==> src/rtl/mem_arbiter.sv <==
// Arbiter sequencing a single-ported unified memory between instruction fetch
// and the data-memory stage, including the end-of-program dump on halt.
module mem_arbiter #(
   parameter int LATENCY = 1,
   parameter int AW      = 16,
   parameter int DW      = 16
) (
   input  logic          clk,
   input  logic          rst,
   input  logic          if_req,
   input  logic [AW-1:0] if_addr,
   output logic [DW-1:0] if_data,
   output logic          if_done,
   output logic          if_stall,
   input  logic          dm_req,
   input  logic          dm_wr,
   input  logic [AW-1:0] dm_addr,
   input  logic [DW-1:0] dm_wdata,
   output logic [DW-1:0] dm_rdata,
   output logic          dm_done,
   output logic          dm_stall,
   input  logic          halt,
   output logic          mem_enable,
   output logic          mem_wr,
   output logic [AW-1:0] mem_addr,
   output logic [DW-1:0] mem_wdata,
   input  logic [DW-1:0] mem_rdata,
   output logic          mem_createdump,
   output logic          busy
);

   typedef enum logic [1:0] {
      IDLE,
      BUSY,
      HALTED
   } state_t;

   state_t        state;
   state_t        state_next;
   logic [3:0]    count;
   logic          owner_data;
   logic          wr_q;
   logic [AW-1:0] addr_q;
   logic [DW-1:0] wdata_q;
   logic          grant_data;
   logic          grant_fetch;
   logic          start_dump;
   logic          finish;

   always_ff @(posedge clk) begin
      if (rst) begin
         state <= IDLE;
      end else begin
         state <= state_next;
      end
   end

   // A requester whose done is high still holds req for the access that just
   // finished, so it is not eligible for a new grant in that cycle.
   always_comb begin
      state_next  = state;
      grant_data  = 1'b0;
      grant_fetch = 1'b0;
      start_dump  = 1'b0;
      finish      = 1'b0;
      case (state)
         IDLE: begin
            if (dm_req && !dm_done) begin
               grant_data = 1'b1;
               state_next = BUSY;
            end else if (halt) begin
               start_dump = 1'b1;
               state_next = HALTED;
            end else if (if_req && !if_done) begin
               grant_fetch = 1'b1;
               state_next  = BUSY;
            end
         end
         BUSY: begin
            if (count == 4'd0) begin
               finish     = 1'b1;
               state_next = IDLE;
            end
         end
         HALTED: begin
            state_next = HALTED;
         end
         default: begin
            state_next = IDLE;
         end
      endcase
   end

   // The access is driven entirely from values latched at grant time, so the
   // requesters may change their inputs while the access is in flight.
   always_ff @(posedge clk) begin
      if (rst) begin
         count          <= 4'd0;
         owner_data     <= 1'b0;
         wr_q           <= 1'b0;
         addr_q         <= '0;
         wdata_q        <= '0;
         if_data        <= '0;
         dm_rdata       <= '0;
         if_done        <= 1'b0;
         dm_done        <= 1'b0;
         mem_createdump <= 1'b0;
      end else begin
         if_done        <= 1'b0;
         dm_done        <= 1'b0;
         mem_createdump <= start_dump;
         if (grant_data) begin
            owner_data <= 1'b1;
            addr_q     <= dm_addr;
            wr_q       <= dm_wr;
            wdata_q    <= dm_wdata;
            count      <= 4'(LATENCY - 1);
         end else if (grant_fetch) begin
            owner_data <= 1'b0;
            addr_q     <= if_addr;
            wr_q       <= 1'b0;
            wdata_q    <= '0;
            count      <= 4'(LATENCY - 1);
         end else if (state == BUSY && count != 4'd0) begin
            count <= count - 4'd1;
         end
         if (finish) begin
            if (owner_data) begin
               dm_done <= 1'b1;
               if (!wr_q) begin
                  dm_rdata <= mem_rdata;
               end
            end else begin
               if_done <= 1'b1;
               if_data <= mem_rdata;
            end
         end
      end
   end

   assign mem_enable = (state == BUSY);
   assign mem_wr     = (state == BUSY) && wr_q;
   assign mem_addr   = addr_q;
   assign mem_wdata  = wdata_q;
   assign busy       = (state != IDLE);
   assign if_stall   = if_req && !if_done;
   assign dm_stall   = dm_req && !dm_done;

endmodule

==> config.mk <==
export PLATFORM = sky130hd
export DESIGN_NAME = mem_arbiter
export DESIGN_NICKNAME = d
export VERILOG_FILES = /design/src/rtl/mem_arbiter.sv
export SDC_FILE = /design/constraint.sdc
export NUM_CORES = 1
export LEC_CHECK = 0
export CAP_MARGIN = 5
export CORE_MARGIN = 2
export CORE_UTILIZATION = 31
export CTS_CLUSTER_DIAMETER = 200
export DETAILED_ROUTE_END_ITERATION = 10
export REMOVE_ABC_BUFFERS = 1
export SLEW_MARGIN = 10
export SYNTH_ARGS = -nofsm -noshare
export SYNTH_HDL_FRONTEND = slang
export SYNTH_SLANG_ARGS = --single-unit
==> constraint.sdc <==
create_clock -name clk -period 2.1 [get_ports clk]
set_input_delay 0.21 -clock clk [delete_from_list [all_inputs] [get_ports clk]]
set_output_delay 0.21 -clock clk [all_outputs]
set_load 0.005 [all_outputs]
### Yosys cells after proc, flatten, opt, wreduce, memory -nomap -nowiden

Index checks and enable logic that the tools add are counted.
W data, S select, Z words.

| operators by class | value |
|---|---|
| bitwise operators | 4 |
| reduce and logical (&&, ||, !) cells | 17 |
| equality and inequality tests | 4 |
| add/subtract/negate cells | 1 |
| muxes and demuxes | 23 |

Operators with widths:

| cell | count |
|---|---|
| $mux W16 | 4 |
| $mux W1 | 14 |
| $mux W2 | 4 |
| $pmux W2 S3 | 1 |
| $reduce_or A3 Y1 | 2 |
| $logic_and A1 B1 Y1 | 4 |
| $logic_not A4 Y1 | 1 |
| $ne A4 B4 Y1 const B | 1 |
| $not A1 Y1 | 4 |
| $reduce_and A2 Y1 | 2 |
| $reduce_bool A2 Y1 | 2 |
| $reduce_bool A4 Y1 | 1 |
| $sub A4 B1 Y4 const B | 1 |
| $reduce_and A3 Y1 | 1 |
| $eq A2 B1 Y1 const B | 1 |
| $eq A2 B2 Y1 const B | 1 |
| $logic_not A1 Y1 | 2 |
| $logic_not A2 Y1 | 1 |
| $ne A2 B1 Y1 const B | 1 |
| $reduce_or A2 Y1 | 1 |

| word-level totals | value |
|---|---|
| bits of input ports | 70 |
| register bits after elaboration | 75 |
| word-level logic and storage cells | 60 |
| output and inout port bits | 72 |

### Longest topological paths before layout

| depth | value |
|---|---|
| depth after elaboration | 8 |
| gate-level depth with buffers | 6 |
| gate-level depth less buffers | 5 |

### Least setup slack after synthesis

Ideal clock, no wire load.

| path | value |
|---|---|
| kind | register -> register |
| from | register count[0] |
| to | register if_data[10] |
| cell stages (with the launch flop) | 7 |
| slack | 0.394 ns |
| setup time | 0.072 ns |
| clock period less this slack | 1.706 ns |
| data required time | 2.028 ns |
| data arrival time | 1.634 ns |
| path buffers | 1 |
| cell sequence | dfxtp_1 -> inv_1 -> ha_1 -> or3b_4 -> nor3_4 -> buf_6 -> mux2i_1 |

| between the ends | value |
|---|---|
| word-level cells in the longest chain between the ends | 4 |

RTL lines:

| element | line | RTL |
|---|---|---|
| from (decl) | 40 | `logic [3:0] count;` |
| from (signal assigned) | 117 | `count <= 4'(LATENCY - 1);` |
| from (signal assigned) | 123 | `count <= 4'(LATENCY - 1);` |
| from (signal assigned) | 125 | `count <= count - 4'd1;` |
| $logic_not A4 Y1 | 80 | `if (count == 4'd0) begin` |
| $mux W1 | 80 |  |
| $mux W1 | 66 | `case (state)` |
| $reduce_and A2 Y1 (no line) | n/a |  |
| to (signal assigned) | 135 | `if_data <= mem_rdata;` |
| to (decl) | 12 | `output logic [DW-1:0] if_data,` |

No other way between the ends.
A chain may end at the register's enable or synchronous reset.

### Worst setup path in the final report

| path | value |
|---|---|
| from | register state[1] |
| to | output port mem_wr |

| between the ends | value |
|---|---|
| word-level cells in the longest chain between the ends | 2 |

RTL lines:

| element | line | RTL |
|---|---|---|
| from (decl) | 38 | `state_t state;` |
| from (signal assigned) | 54 | `state <= state_next;` |
| $eq A2 B1 Y1 | 142 | `assign mem_wr = (state == BUSY) && wr_q;` |
| $logic_and A1 B1 Y1 | 142 |  |
| to (decl) | 24 | `output logic mem_wr,` |

No other way between the ends.

==> metrics.csv <==
metric,value,unit
synth_area,3254,µm²
postRouteAntennaNets,0,
slew_viol_final,0,
synth_enable_flop_cells,0,
clk_path_buf_depth,2,
core,10280,µm²
hold_viol_final,0,
fin_setup_tns,0,ns
period_minus_slack,1.970,ns
cts_tree,built,
p_sw,0.0009519,W
dr.pass1.iters,4,
clock_skew,0.007714,ns
cp_max_fo,7,
ys_seq_area_share,46.14,%
grt_max_degree,39,
via_count,3183,
track_usage,17.27,%
synthFlopType,dfxtp_1,
place_ws,0.1386,ns
dpl_cell_area,4761,µm²
num_rows,37,
drc_errors,0,
power.leakage,1.724,nW
drive_above_1_share,10.67,%
fp.dieArea,11330,µm²
yosysMostFrequentCell,dfxtp_1,
design_area,4956,µm²
area_delta_synth_final,52.29,%
cp.required,1.89,ns
cts-hold-fix-buffers,0,
worst_hold_slack,0.4244,ns
totalWireLength,10.01,mm
ir_drop,0.3370,mV
clk_pin_slew,0.08,ns
swShare,27.69,%
final.setup.worst_slack,0.1299,ns
synth_cell_types,41,
hold_depth,3,
max_stage_delay,0.46,ns
criticalPathCategory,flip-flop to output port,
synth-seq-cells,75,
grt_pass1_vias,3071,
rr_worst_depth,6,
grt_overflow,0,
slew_headroom,63.10,%
syn_avg_cell_area,8.796,µm²
critPathLaunchType,flip-flop,
yosysWarnings,0,
status,"complete, no violations",
hp-class,input port to flip-flop,
dp_hpwl,6.699,mm
worstMarginPinSlew,0.5501,ns
cp.arrival,1.76,ns
die_h,106.5,µm
drt_iter0_drc,148,
yosys-top-cells-count,"75 x dfxtp_1, 54 x a21oi_1, 50 x nand2_1",
combPwrFrac,22.0,%
place.gp.congestion,0.7786,
clkPwrFrac,31.8,%
reg2reg_slack,0.28,ns
clock_latency,0.34,ns
rsz0062_at_grt,no,
powerDensity,693.6,nW/µm²
netlist.area_leader.share,46.14,%
vias_per_cell,4.958,
h-tree-depth,3,
synthTopCellsByArea,"dfxtp_1 46%, a21oi_1 8.3%, o21ai_0 7.1%, nand2_1 5.8%, o211ai_2 5.4%",
io_pins,142,
cap_violations,0,
synthCells,370,
fin_crit_sh,93.81,%
finalNetCount,572,
finalSetupViolations,0,
numCtsBuffers,9,
die_width,106.5,µm
slowest_stage,clkdlybuf4s50_1,
async_flop_share,0,%
fmax,507.6,MHz
seqPwrFrac,46.3,%
p_int,0.002486,W
cts_sinks,75,
wl_per_cell,15.59,µm
crit_path_end_kind,output port,
crit_chain,"nand2b_1, clkinv_1, and2_1, clkdlybuf4s50_1",
antenna_cells,0,
portBuffers,141,
grt_pass1_wl,15.75,mm
start_util,31.67,%
postCtsSetupRepairBufs,0,
power.total,0.003438,W
clockRootBuffer,clkbuf_8,
grt_antenna_before_repair,0,
fillers,995,
synth_top_cell_by_area,dfxtp_1,
==> flip-flops by register name, indices dropped and copies added (netlist names) <==
| signal | cells |
|---|---|
| dm_rdata | 16 |
| if_data | 16 |
| mem_addr | 16 |
| mem_wdata | 16 |
| count | 4 |
| state | 2 |
| dm_done | 1 |
| if_done | 1 |
| mem_createdump | 1 |
| owner_data | 1 |
| wr_q | 1 |
==> power by group through the flow <==
stage	Combinational [W]	Sequential, W	Clock, W
2_1_floorplan	0.000275	0.00162	0
3_3_place_gp	0.000753	0.00162	0
3_5_place_dp	0.000759	0.00162	0
4_1_cts	0.000762	0.00159	0.00113
5_1_grt	0.000817	0.00160	0.00119
6_report	0.000755	0.00159	0.00109
==> final timing paths <==
path | to | from
max | mem_wr | state[1]$_SDFFE_PP0P_
min | mem_wdata[4]$_SDFFE_PP0P_ | dm_wdata[4]
max reg2reg | if_data[13]$_SDFFE_PP0P_ | count[0]$_SDFFE_PP0P_
min reg2reg | if_data[9]$_SDFFE_PP0P_ | if_data[9]$_SDFFE_PP0P_
==> per-stage QoR <==
stage	util, %	instances
finish	48.22	642
global route	48.22	642
floorplan	-	335
detailed placement	46.32	626
global placement	46.32	626
CTS	48.22	642
==> critical path: cells and delay by family (launching register included) <==
family	cells	cell delay, ns
AND/OR/NAND/NOR	2	0.36
buffers and inverters	2	0.63
flip-flops	1	0.43
==> cell type report <==
cell class | instances | area (µm²) | share of cell area [%]
Clock buffer | 9 | 123.9 | 2.499
Clock inverter | 7 | 68.82 | 1.389
Inverter | 7 | 26.28 | 0.5302
Multi-Input combinational cell | 253 | 1539 | 31.05
Sequential cell | 75 | 1504 | 30.35
Tap cell | 136 | 170.2 | 3.433
Timing Repair Buffer | 155 | 1524 | 30.75
==> cells by family after synthesis <==
group	Yosys count	share of synthesized area, %
simple gates	92	14.92
buf+inv	42	7.036
fa+ha+maj	1	0.3844
compound gates	144	26.61
flops	75	46.14
mux	16	4.921
==> routing by layer <==
layer,up-vias,global-route usage [%],wire length (µm)
met5,-,0,0
met1,1498,22.31,4481
met2,84,28.85,4883
met3,17,3.127,440
met4,0,6.215,204
li1,1584,-,-
==> repair_timing <==
action                     4_1_cts  5_1_grt
setup endpoints to repair        1        0
gates resized for setup          2        0
hold endpoints to repair         0        0
==> cell usage in the layout, fill, tap and decap left out, drive strengths merged, types with 2 or more instances in the layout <==
master	count
clkdlybuf4s50	140
dfxtp	75
a21oi	54
o21ai	53
nand2	50
nand3	18
o211ai	18
a31oi	16
mux2i	16
buf	15
clkbuf	9
clkinv	6
inv	5
nor2	5
nor2b	2
nor4b	2
clkinvlp	2
or4b	2
nor3	2
(Power assumes the default switching activity.)
